--- src/rtl/spm_mem_dump_if.sv ---
// Bus bundle for spm_mem_dump: control request, SRAM read port and the
// valid/ready output stream. master = the dump engine, slave = its surroundings.
interface spm_mem_dump_if #(
  parameter int word_size = 8,
  parameter int addr_size = 8
);
  logic                 start;
  logic [addr_size-1:0] base_addr;
  logic [addr_size:0]   count;
  logic [addr_size-1:0] mem_addr;
  logic                 mem_rd;
  logic [word_size-1:0] mem_data;
  logic [word_size-1:0] dout;
  logic                 dout_valid;
  logic                 dout_ready;
  logic                 dout_last;
  logic                 busy;
  logic                 done;

  modport master (
    input  start, base_addr, count, mem_data, dout_ready,
    output mem_addr, mem_rd, dout, dout_valid, dout_last, busy, done
  );

  modport slave (
    output start, base_addr, count, mem_data, dout_ready,
    input  mem_addr, mem_rd, dout, dout_valid, dout_last, busy, done
  );
endinterface

--- src/rtl/spm_mem_dump.sv ---
// Reads a contiguous SRAM range and streams it out one word per valid/ready
// transfer; owns the memory read port while busy.
module spm_mem_dump #(
  parameter int word_size = 8,
  parameter int addr_size = 8
) (
  input  logic                  clk,
  input  logic                  rst,
  spm_mem_dump_if.master        bus
);

  localparam logic [1:0] IDLE  = 2'd0;
  localparam logic [1:0] FETCH = 2'd1;
  localparam logic [1:0] SEND  = 2'd2;
  localparam logic [1:0] DONE  = 2'd3;

  localparam logic [addr_size-1:0] ADDR_INC = addr_size'(1);
  localparam logic [addr_size:0]   REM_ONE  = (addr_size + 1)'(1);

  logic [1:0]           state;
  logic [addr_size-1:0] addr_reg;
  logic [addr_size:0]   remaining;
  logic [word_size-1:0] dout_reg;
  logic                 valid_reg;
  logic                 last_reg;

  always_ff @(posedge clk or negedge rst) begin
    if (!rst) begin
      state     <= IDLE;
      addr_reg  <= '0;
      remaining <= '0;
      dout_reg  <= '0;
      valid_reg <= 1'b0;
      last_reg  <= 1'b0;
    end else begin
      case (state)
        IDLE: begin
          if (bus.start) begin
            if (bus.count != '0) begin
              addr_reg  <= bus.base_addr;
              remaining <= bus.count;
              state     <= FETCH;
            end else begin
              state <= DONE;
            end
          end
        end
        FETCH: begin
          dout_reg  <= bus.mem_data;
          valid_reg <= 1'b1;
          last_reg  <= (remaining == REM_ONE);
          state     <= SEND;
        end
        SEND: begin
          // remaining is at least 1 here, so the decrement cannot underflow
          if (bus.dout_ready) begin
            valid_reg <= 1'b0;
            last_reg  <= 1'b0;
            addr_reg  <= addr_reg + ADDR_INC;
            remaining <= remaining - REM_ONE;
            state     <= (remaining == REM_ONE) ? DONE : FETCH;
          end
        end
        default: state <= IDLE;
      endcase
    end
  end

  assign bus.mem_addr   = (state == IDLE) ? '0 : addr_reg;
  assign bus.mem_rd     = (state == FETCH);
  assign bus.dout       = dout_reg;
  assign bus.dout_valid = valid_reg;
  assign bus.dout_last  = last_reg;
  assign bus.busy       = (state != IDLE);
  assign bus.done       = (state == DONE);

endmodule

--- src/flat_wrapper.sv ---
// flat-port wrapper written by rule: the top's interface ports become plain ports
module spm_mem_dump_flat 
#(
  parameter int word_size = 8,
  parameter int addr_size = 8
)
  (clk, rst, bus_start, bus_base_addr, bus_count, bus_mem_data, bus_dout_ready, bus_mem_addr, bus_mem_rd, bus_dout, bus_dout_valid, bus_dout_last, bus_busy, bus_done);
  spm_mem_dump_if #(.word_size(word_size), .addr_size(addr_size)) bus_i ();
  input  logic clk;
  input  logic rst;
  input wire logic [$bits(bus_i.start)-1:0] bus_start;
  input wire logic [$bits(bus_i.base_addr)-1:0] bus_base_addr;
  input wire logic [$bits(bus_i.count)-1:0] bus_count;
  input wire logic [$bits(bus_i.mem_data)-1:0] bus_mem_data;
  input wire logic [$bits(bus_i.dout_ready)-1:0] bus_dout_ready;
  output wire logic [$bits(bus_i.mem_addr)-1:0] bus_mem_addr;
  output wire logic [$bits(bus_i.mem_rd)-1:0] bus_mem_rd;
  output wire logic [$bits(bus_i.dout)-1:0] bus_dout;
  output wire logic [$bits(bus_i.dout_valid)-1:0] bus_dout_valid;
  output wire logic [$bits(bus_i.dout_last)-1:0] bus_dout_last;
  output wire logic [$bits(bus_i.busy)-1:0] bus_busy;
  output wire logic [$bits(bus_i.done)-1:0] bus_done;
  assign bus_i.start = bus_start;
  assign bus_i.base_addr = bus_base_addr;
  assign bus_i.count = bus_count;
  assign bus_i.mem_data = bus_mem_data;
  assign bus_i.dout_ready = bus_dout_ready;
  assign bus_mem_addr = bus_i.mem_addr;
  assign bus_mem_rd = bus_i.mem_rd;
  assign bus_dout = bus_i.dout;
  assign bus_dout_valid = bus_i.dout_valid;
  assign bus_dout_last = bus_i.dout_last;
  assign bus_busy = bus_i.busy;
  assign bus_done = bus_i.done;
  spm_mem_dump #(.word_size(word_size), .addr_size(addr_size)) u_core (.clk(clk), .rst(rst), .bus(bus_i));
endmodule
--- config.mk ---
export PLATFORM = sky130hd
export DESIGN_NAME = spm_mem_dump_flat
export DESIGN_NICKNAME = d
export VERILOG_FILES = /design/src/rtl/spm_mem_dump_if.sv /design/src/rtl/spm_mem_dump.sv /design/src/flat_wrapper.sv
export SDC_FILE = /design/constraint.sdc
export NUM_CORES = 1
export LEC_CHECK = 0
export BUFFER_PORTS_ARGS = -buffer_cell sky130_fd_sc_hd__buf_2
export CAP_MARGIN = 20
export CORE_MARGIN = 10
export CORE_UTILIZATION = 40
export CTS_CLUSTER_DIAMETER = 100
export DETAILED_ROUTE_END_ITERATION = 16
export HOLD_SLACK_MARGIN = 0.12
export PLACE_DENSITY_LB_ADDON = 0.12
export SLEW_MARGIN = 20
export SYNTH_ARGS = -nofsm -noshare
export SYNTH_HDL_FRONTEND = slang
export SYNTH_SLANG_ARGS = --single-unit
--- constraint.sdc ---
create_clock -name clk -period 2.1 [get_ports clk]
set_input_delay 0.105 -clock clk [delete_from_list [all_inputs] [get_ports clk]]
set_output_delay 0.105 -clock clk [all_outputs]
set_load 0.02 [all_outputs]
==> run_results.csv, run 1 <==
group,metric,value,unit
logic_synthesis,async_flop_share,1.00,
timing,tightest_slew,0.669,ns
drt,drcViolationCount,0,
global_route,grt_pass1_wl,8010,microns
logic_synthesis,synth_top_area_share,0.436,
pwr,p_per_area,1470,nW/um^2
critical_path,cp_slowest_stage_delay,0.51,ns
drt,first_pass_iters,4,
flow_run,drv_cap,0,
worst_hold_path,min_path_type,"input port to flip-flop",
timing,final.setup.tns,0,ns
placement,portBuffers,49,
logic_synthesis,synth_top_family_by_area,"compound AO/OA/AOI/OAI gates",
logic_synthesis,synth_area_leader_cell,"dfrtp_1",
worst_hold_path,min_path_cells,3,
timing,setup_viol,0,
logic_synthesis,synthMuxAreaShare,0.0722,
die,fp.coreArea,4000,sq um
die,die_w,84.5,microns
cts,post_cts_resized,0,
cts,root_buffer,"clkbuf_8",
critical_path,start_kind,"flip-flop",
layout,drive_above_1_share,0.315,
logic_synthesis,avgSynthCellArea,9.50,sq um
pwr,power_frac_seq,0.345,
timing,finalHoldViolations,0,
pwr,vdd_drop_max,0.702,mV
logic_synthesis,synthAdderAreaFrac,0.0226,
cts,clkLatencyLatePin,0.29,ns
critical_path,reg2reg_depth,5,
pwr,p_total,3.22,mW
status,status,"finished, final reports clean",
critical_path,reg2reg_slack,0.24,ns
timing,slew_violations,0,
cts,clock-sinks,29,
critical_path,critPathKind,"flip-flop to flip-flop",
cts,path_clk_slew,0.07,ns
logic_synthesis,synth_edf_count,0,
logic_synthesis,synth_nets,207,
logic_synthesis,netlist_instances,175,
global_route,antenna_found_initial,0,
logic_synthesis,yosysSeqAreaShare,0.436,
global_route,track_usage,0.135,
timing,skew,0.00670,ns
layout,final_nets,272,
layout,area_growth,31.8,%
timing,rsz0062_at_grt,"false",
drt,drt_iter0_markers,174,
pwr,switching_power,1.46,mW
logic_synthesis,yosysWarnings,0,
drt,wirelength,4870,microns
critical_path,cp_max_fo,15,
critical_path,crit_path_cell_trace,"mux2i_1 -> or2_1 -> inv_2 -> nand2_2 -> o21ai_1",
global_route,grt_max_degree,30,
cts,numCtsBuffers,5,
logic_synthesis,synth_ff_type,"dfrtp_1",
logic_synthesis,synthSimpleGateAreaFrac,0.208,
layout,n_antenna_cell,0,
timing,slew_headroom,0.554,
global_route,grt_pass1_vias,1637,
timing,timing.final.crit_share,0.884,
drt,via_per_inst,5.59,
timing,fmax,538,MHz
logic_synthesis,synth-compound-area-share,0.214,
placement,place_congestion,0.897,
die,die_h,84.5,microns
critical_path,cp_data_arrival_time,2.02,ns
logic_synthesis,ys_types,43,
die,io_pins,50,
pwr,leakage,0.992,nW
cts,cts_tree,"yes",
drt,wl_per_cell,16.7,microns
logic_synthesis,netlist_top_cells_area,"dfrtp_1 44%, mux2_2 5.4%, nor2b_1 4.1%",
placement,dp_hpwl,3530,microns
global_route,grt_overflow,0,
logic_synthesis,synth_xor_area_frac,0,
drt,ant_nets,0,
critical_path,end_kind,"flip-flop",
die,rows,23,
timing,fin_crit,1.86,ns
drt,vias,1628,
cts,clockBufferDepth,2,
critical_path,cp.required,2.26,ns
layout,largest_reg_flops,9,
pwr,clkPwrFrac,0.139,
pwr,p_comb_frac,0.516,
die,initial_core_util,0.416,
cts,htreeDepth,2,
pwr,intPower,1.76,mW
critical_path,crit_slowest_cell,"or2_1",
logic_synthesis,syn_area,1660,sq um
die,dieArea,7140,sq um
logic_synthesis,yosys_register_bits,29,
pwr,swShare,0.454,
## cells in the final DEF (no fill, tap or decap), types with 2 or more instances in the layout
cell and count:
a21oi_1 11, a211oi_1 3, nand2b_1 4, buf_4 6, nor2b_1 11, o31ai_1 8
a31oi_1 4, o22ai_1 4, inv_1 4, nand2_1 8, dfrtp_1 29, nand3_1 6
and2_1 3, clkbuf_8 5, mux2i_1 3, and3_1 2, mux2_2 8, clkinv_2 2
ha_1 3, nor3_1 2, nor4_1 2, dlygate4sd3_1 15, nor2_1 13, a22oi_1 3
o21ai_1 7, o21ai_0 5, buf_2 49, a2bb2oi_1 2
## cells in the mapped netlist (4+ instances only)
library cell and instances:
nor2_1 13, nand2_1 8, a21oi_1 11, o31ai_1 8
nand2b_1 4, dfrtp_1 29, o21ai_0 5, buf_2 10
nand3_1 6, mux2_2 8, o21ai_1 7, o22ai_1 4
nor2b_1 11, inv_1 4, a31oi_1 4
## power groups by stage
| stage | registers, mW | logic, mW | clock network (mW) |
|---|---|---|---|
| detailed placement | 1.11 | 1.65 | 0 |
| global placement | 1.10 | 1.62 | 0 |
| finish | 1.11 | 1.66 | 0.448 |
| CTS | 1.10 | 1.68 | 0.454 |
| global route | 1.15 | 1.82 | 0.491 |
| floorplan | 1.15 | 1.08 | 0 |
## metrics by stage
stage          worst slack, ns   util  hold WS [ns]  cell area, sq um  std cells
2_1_floorplan            0.552      -        -0.191              1660        175
3_3_place_gp             0.332  0.490         0.177              1960        268
3_5_place_dp             0.281  0.490         0.180              1960        268
4_1_cts                  0.249  0.548         0.126              2190        291
5_1_grt                  0.121  0.548         0.149              2190        291
6_report                 0.243  0.548         0.127              2190        291
## area by class of cell
type,instances,area (sq um)
clock buffer,6,72.6
timing repair buffer,70,440
tap,50,62.6
sequential,29,726
clock inverter,2,10.0
multi-input combinational,129,861
fill,354,1810
inverter,5,18.8
## cell families after synthesis
| kind of cell | Yosys count |
|---|---|
| AND/OR/NAND/NOR | 61 |
| AO/OA/AOI/OAI | 54 |
| flip-flops | 29 |
| buffers and inverters | 17 |
| multiplexers | 11 |
| adder cells (fa/ha/maj) | 3 |
## path summary, 6_finish.rpt
check | start | end
max in group asynchronous | rst | u_core.remaining[5]$_DFFE_PN0P_
max | u_core.state[1]$_DFFE_PN0P_ | u_core.remaining[5]$_DFFE_PN0P_
min reg2reg | u_core.bus.dout[3]$_DFFE_PN0P_ | u_core.bus.dout[3]$_DFFE_PN0P_
min | bus_count[5] | u_core.remaining[5]$_DFFE_PN0P_
min in group asynchronous | rst | u_core.remaining[4]$_DFFE_PN0P_
max reg2reg | u_core.state[1]$_DFFE_PN0P_ | u_core.remaining[5]$_DFFE_PN0P_
## worst max-delay path, delay by kind of cell (launching register included)
kind | cells | cell delay (ns)
muxes | 1 | 0.21
AOI/OAI and AO/OA | 1 | 0.12
and+or+nand+nor | 2 | 0.76
DFF | 1 | 0.48
buffers and inverters | 1 | 0.16
## layer usage
metal	up-vias	wire (microns)	track usage
li1	767	-	-
met1	790	2200	0.172
met2	63	2260	0.210
met3	8	331	0.0377
met4	0	82	0.0539
met5	-	0	0
## timing repair
item / 4_1_cts / 5_1_grt
hold endpoints to repair: 43 / 0
hold buffers: 15 / 0
setup buffers: 0 / 0
(Power assumes the default switching activity.)
==> run 2, diff against run 1 <==
--- a/config.mk
+++ b/config.mk
@@ -5,10 +5,11 @@
 export SDC_FILE = /design/constraint.sdc
 export NUM_CORES = 1
 export LEC_CHECK = 0
+export ABC_AREA = 1
 export BUFFER_PORTS_ARGS = -buffer_cell sky130_fd_sc_hd__buf_2
 export CAP_MARGIN = 20
 export CORE_MARGIN = 10
-export CORE_UTILIZATION = 40
+export CORE_UTILIZATION = 52
 export CTS_CLUSTER_DIAMETER = 100
 export DETAILED_ROUTE_END_ITERATION = 16
 export HOLD_SLACK_MARGIN = 0.12
==> run_results.csv, run 2 <==
group,metric,value,unit
cts,clkLatencyLatePin,0.33,ns
layout,mostFrequentLayoutCells,"106 x nand2_1, 49 x buf_2, 40 x nor2_1",
pwr,vdd_drop_max,0.804,mV
logic_synthesis,synth_edf_count,0,
cts,path_clk_slew,0.10,ns
logic_synthesis,syn_area,1840,sq um
die,die_w,79.4,microns
layout,final_nets,378,
placement,place_area,2110,sq um
critical_path,cp.required,2.00,ns
die,die_h,79.4,microns
pwr,switching_power,1.73,mW
logic_synthesis,yosysSeqAreaShare,0.395,
global_route,track_usage,0.165,
critical_path,setup.worst_path.end,"bus_mem_addr[7]",
global_route,grt_pass1_wl,8450,microns
logic_synthesis,synth_xor_area_frac,0.00477,
drt,vias,1862,
flow_run,drv_cap,0,
cts,clockBufferDepth,2,
logic_synthesis,synth_top_family_by_area,"simple AND/OR/NAND/NOR gates",
logic_synthesis,synth_area_leader_cell,"dfrtp_1",
logic_synthesis,ys_types,22,
placement,portBuffers,49,
timing,holdWs,0.128,ns
drt,drt_iter0_markers,146,
pwr,clkPwrFrac,0.099,
layout,final_common_cell,"nand2_1",
timing,skew,0.00920,ns
layout,largest_reg_flops,9,
critical_path,rr_endpoint,"u_core.addr_reg[4]$_DFFE_PN0P_",
timing,final.setup.tns,0,ns
pwr,intPower,1.63,mW
layout,instances_no_fill,393,
global_route,grt_pass1_vias,1869,
timing,fmax,625,MHz
logic_synthesis,synth_top_area_share,0.395,
timing,slew_headroom,0.557,
cts,numCtsBuffers,5,
drt,ant_nets,0,
worst_hold_path,min-delay-start,"bus_count[7]",
logic_synthesis,synthAdderAreaFrac,0.0204,
drt,drcViolationCount,0,
logic_synthesis,yosysWarnings,0,
cts,clock-sinks,29,
logic_synthesis,netlist_instances,272,
logic_synthesis,synth_ff_type,"dfrtp_1",
die,fp.coreArea,3360,sq um
drt,wl_per_cell,12.2,microns
placement,dp_hpwl,3380,microns
logic_synthesis,netlist_top_cells_area,"dfrtp_1 40%, nand2_1 22%, nor2_1 8.2%",
pwr,swShare,0.515,
cts,cts_tree,"yes",
drt,wirelength,4780,microns
critical_path,critPathKind,"flip-flop to output port",
critical_path,reg2reg_depth,8,
layout,drive_above_1_share,0.216,
cts,post_cts_resized,0,
layout,final_area,2380,sq um
timing,slew_violations,0,
critical_path,timing.rr.start,"u_core.state[0]$_DFFE_PN0P_",
critical_path,end_kind,"output port",
timing,finalHoldViolations,0,
placement,dp.cells,363,
cts,root_buffer,"clkbuf_4",
pwr,power_frac_seq,0.325,
critical_path,reg2reg_slack,0.57,ns
global_route,grt_max_degree,30,
logic_synthesis,synthSimpleGateAreaFrac,0.436,
critical_path,cp_slowest_stage_delay,0.44,ns
die,rows,21,
timing,setup_viol,0,
critical_path,crit_slowest_cell,"dfrtp_1",
critical_path,worstSetupStartpoint,"u_core.state[0]$_DFFE_PN0P_",
critical_path,cp_max_fo,7,
die,dieArea,6310,sq um
logic_synthesis,synthMostInstantiatedCell,"nand2_1",
timing,timing.final.crit_share,0.761,
logic_synthesis,async_flop_share,1.00,
logic_synthesis,synth-compound-area-share,0.0525,
logic_synthesis,synth_nets,304,
critical_path,cp_data_arrival_time,1.49,ns
global_route,antenna_found_initial,0,
drt,first_pass_iters,4,
critical_path,crit_path_cell_trace,"nor2_2 -> buf_4 -> nor2_1 -> buf_2",
die,io_pins,50,
pwr,p_per_area,1410,nW/um^2
status,status,"finished, final reports clean",
global_route,grt_overflow,0,
pwr,leakage,1.36,nW
layout,n_antenna_cell,0,
placement,place_congestion,0.829,
logic_synthesis,yosys_register_bits,29,
logic_synthesis,yosys-top-cells-count,"106 x nand2_1, 40 x nor2_1, 29 x dfrtp_1",
die,initial_core_util,0.546,
timing,fin_crit,1.60,ns
worst_hold_path,min_path_type,"input port to flip-flop",
drt,via_per_inst,4.74,
pwr,p_comb_frac,0.576,
logic_synthesis,synthMuxAreaShare,0,
layout,area_growth,29.6,%
logic_synthesis,avgSynthCellArea,6.75,sq um
cts,htreeDepth,2,
critical_path,start_kind,"flip-flop",
timing,rsz0062_at_grt,"false",
timing,tightest_slew,0.664,ns
==> run 2: cell count changes in the layout (fill, tap and decap cells not counted), moves of 7 or more <==
cell,change
nor2b_1,-11
nand2_1,+98
nand3_1,+18
mux2_2,-8
nor2_1,+27
a21oi_1,-11
dlygate4sd3_1,+7
inv_1,+24
o31ai_1,-8
==> run 2: how the worst min path moves through the flow <==
stage | end | slack (ns) | cells past startpoint
2_1_floorplan | u_core.addr_reg[0]$_DFFE_PN0P_ | -0.19 | 0
3_3_place_gp | u_core.addr_reg[6]$_DFFE_PN0P_ | 0.18 | 1
3_5_place_dp | u_core.addr_reg[4]$_DFFE_PN0P_ | 0.18 | 1
4_1_cts | u_core.remaining[4]$_DFFE_PN0P_ | 0.12 | 3
5_1_grt | u_core.remaining[5]$_DFFE_PN0P_ | 0.13 | 5
6_report | u_core.remaining[7]$_DFFE_PN0P_ | 0.13 | 5
==> run 2: area by class of cell <==
class / count / area [sq um]
Clock buffer: 6 / 41.3
Clock inverter: 2 / 10.0
Fill cell: 308 / 985
Inverter: 28 / 105
Multi-Input combinational cell: 207 / 943
Sequential cell: 29 / 726
Tap cell: 46 / 57.6
Timing Repair Buffer: 75 / 495
==> run 2: cells by family (layout without fill, tap and decap cells) <==
group | count (synthesis) | after routing
AO/OA/AOI/OAI | 17 | 17
XOR/XNOR | 1 | 1
adder cells (fa/ha/maj) | 3 | 3
buffers and inverters | 36 | 111
flip-flops | 29 | 29
AND/OR/NAND/NOR | 186 | 186
==> run 2: power groups by stage <==
stage,sequential [mW],clock [mW],combinational (mW)
after floorplan,1.15,0,1.38
after global placement,1.09,0,1.88
after detailed placement,1.09,0,1.91
after CTS,1.09,0.339,1.94
after global routing,1.14,0.362,2.24
final,1.09,0.330,1.93
==> run 2: through the flow <==
step | setup WS, ns | utilization | power, mW
finish | 0.501 | 0.707 | 3.35
global route | 0.373 | 0.707 | 3.75
CTS | 0.492 | 0.707 | 3.37
detailed placement | 0.562 | 0.626 | 3.00
global placement | 0.655 | 0.626 | 2.97
floorplan | 0.804 | - | 2.53
==> run 2: repair_timing <==
item,CTS,global route
hold buffers,22,0
endpoints found under the hold margin,50,0
setup buffers,0,0
==> run 2: per-layer routing <==
metal  up-vias  routed length (microns)  GRT usage
li1        976                        -          -
met1       830                     2220      0.211
met2        52                     2150      0.250
met3         4                      340     0.0563
met4         0                       64     0.0609
met5         -                        0          0
==> run 2: critical path: cells and delay by family (launching register included) <==
family | cells | cell delay (ns)
buf+inv | 2 | 0.36
flops | 1 | 0.44
simple gates | 2 | 0.35
==> run 3, diff against run 2 <==
--- a/config.mk
+++ b/config.mk
@@ -9,7 +9,7 @@
 export BUFFER_PORTS_ARGS = -buffer_cell sky130_fd_sc_hd__buf_2
 export CAP_MARGIN = 20
 export CORE_MARGIN = 10
-export CORE_UTILIZATION = 52
+export CORE_UTILIZATION = 47
 export CTS_CLUSTER_DIAMETER = 100
 export DETAILED_ROUTE_END_ITERATION = 16
 export HOLD_SLACK_MARGIN = 0.12
==> constraint.sdc (replaced) <==
create_clock -name clk -period 1.3 [get_ports clk]
set_input_delay 0.065 -clock clk [delete_from_list [all_inputs] [get_ports clk]]
set_output_delay 0.065 -clock clk [all_outputs]
set_load 0.02 [all_outputs]
==> run_results.csv, run 3 (synthesized netlist as in run 2, its figures left out) <==
group,metric,value,unit
status,status,"finished with violations",
status,violations,"negative setup slack",
critical_path,cp.required,1.24,ns
pwr,p_per_area,2470,nW/um^2
layout,multi_input_area,1090,sq um
placement,place_area,2230,sq um
layout,drive_above_1_share,0.342,
drt,first_pass_iters,4,
pwr,swShare,0.475,
pwr,power_frac_seq,0.259,
pwr,leakage,1.50,nW
placement,dp.cells,380,
global_route,grt_overflow,0,
layout,n_antenna_cell,0,
die,fp.coreArea,3720,sq um
critical_path,start_kind,"flip-flop",
cts,clock-sinks,29,
worst_hold_path,min_path_type,"input port to flip-flop",
critical_path,cp_data_arrival_time,1.31,ns
critical_path,cp_max_fo,8,
global_route,antenna_found_initial,0,
die,initial_core_util,0.494,
drt,via_per_inst,4.85,
cts,root_buffer,"clkbuf_8",
layout,final_area,2750,sq um
pwr,p_comb_frac,0.618,
pwr,clkPwrFrac,0.123,
layout,final_nets,396,
pwr,p_total,6.81,mW
placement,dp_hpwl,3440,microns
cts,cts_tree,"yes",
critical_path,worstSetupStartpoint,"u_core.state[1]$_DFFE_PN0P_",
layout,nFillCells,292,
global_route,grt_max_degree,30,
layout,instances_no_fill,413,
worst_hold_path,min-delay-start,"bus_count[4]",
pwr,switching_power,3.24,mW
critical_path,critPathKind,"flip-flop to output port",
critical_path,timing.rr.start,"u_core.state[1]$_DFFE_PN0P_",
layout,regArea,727,sq um
pwr,vdd_drop_max,1.33,mV
die,die_h,82.5,microns
timing,final.setup.tns,-0.987,ns
drt,wl_per_cell,12.9,microns
drt,vias,2004,
timing,slew_violations,0,
timing,fmax,725,MHz
timing,slew_headroom,0.745,
timing,timing.final.crit_share,1.06,
layout,final_common_cell,"nand2_1",
die,die_w,82.5,microns
placement,preCtsSetupSlack,-0.0998,ns
pwr,intPower,3.57,mW
cts,clkLatencyLatePin,0.29,ns
timing,rsz0062_at_grt,"true",
timing,skew,0.00565,ns
cts,path_clk_slew,0.06,ns
cts,htreeDepth,2,
global_route,grt_pass1_wl,8610,microns
drt,drt_iter0_markers,171,
cts,clockBufferDepth,2,
flow_run,drv_cap,0,
timing,setup_ws,-0.0789,ns
placement,portBuffers,49,
timing,holdWs,0.128,ns
timing,finalHoldViolations,0,
die,rows,22,
timing,setup_viol,26,
critical_path,end_kind,"output port",
placement,place_congestion,0.844,
layout,largest_reg_flops,9,
drt,drcViolationCount,0,
die,dieArea,6800,sq um
timing,tightest_slew,0.382,ns
global_route,grt_pass1_vias,1854,
layout,area_growth,50.0,%
drt,wirelength,5330,microns
global_route,track_usage,0.162,
cts,numCtsBuffers,5,
timing,fin_crit,1.38,ns
layout,mostFrequentLayoutCells,"98 x nand2_1, 44 x buf_2, 31 x nor2_1",
die,io_pins,50,
layout,fin_util,0.741,
drt,ant_nets,0,
## run 3: what timing repair did
action | 4_1_cts | 5_1_grt
pin swaps | 3 | 4
endpoints found under the hold margin | 47 | 0
hold buffers | 19 | 0
resized for setup | 13 | 44
gates cloned | 2 | 0
buffers inserted | 3 | 1
setup endpoints to repair | 28 | 30
## run 3: routing by layer
layer	vias up	share of wire	wire [microns]	GRT usage
met3	8	0.083	443	0.0594
li1	1020	-	-	-
met2	60	0.46	2430	0.243
met5	-	0	0	0
met1	916	0.45	2380	0.209
met4	0	0.015	79	0.0602
## run 3: cell type report
class / count / area share
multi-input cells: 209 / 0.394
repair buffers: 91 / 0.245
clock inverters: 1 / 0.00182
inverters: 28 / 0.0382
well taps: 48 / 0.0218
flip-flops and latches: 29 / 0.264
clock buffers: 7 / 0.0350
## run 3: final timing paths
check,depth (start not counted),end,slack [ns]
hold / removal,3,u_core.remaining[4]$_DFFE_PN0P_,0.13
min in group asynchronous,3,u_core.addr_reg[3]$_DFFE_PN0P_,0.31
hold reg to reg,2,u_core.bus.dout[3]$_DFFE_PN0P_,0.47
setup reg to reg,7,u_core.remaining[2]$_DFFE_PN0P_,-0.04
setup / recovery,4,bus_mem_addr[1],-0.08
max in group asynchronous,3,u_core.state[1]$_DFFE_PN0P_,0.68
## run 3: worst max-delay path, stage by stage, from the launching register on
cell     delay, ns
dfrtp_2       0.44
nor2_4        0.21
buf_6         0.18
nor2_1        0.04
buf_2         0.15
## run 3: power groups by stage
stage	Sequential, mW	Clock, mW	Combinational, mW
final	1.77	0.835	4.20
after global placement	1.74	0	3.39
after global routing	1.83	0.898	4.68
after floorplan	1.86	0	2.23
after detailed placement	1.73	0	3.44
after CTS	1.73	0.854	3.78
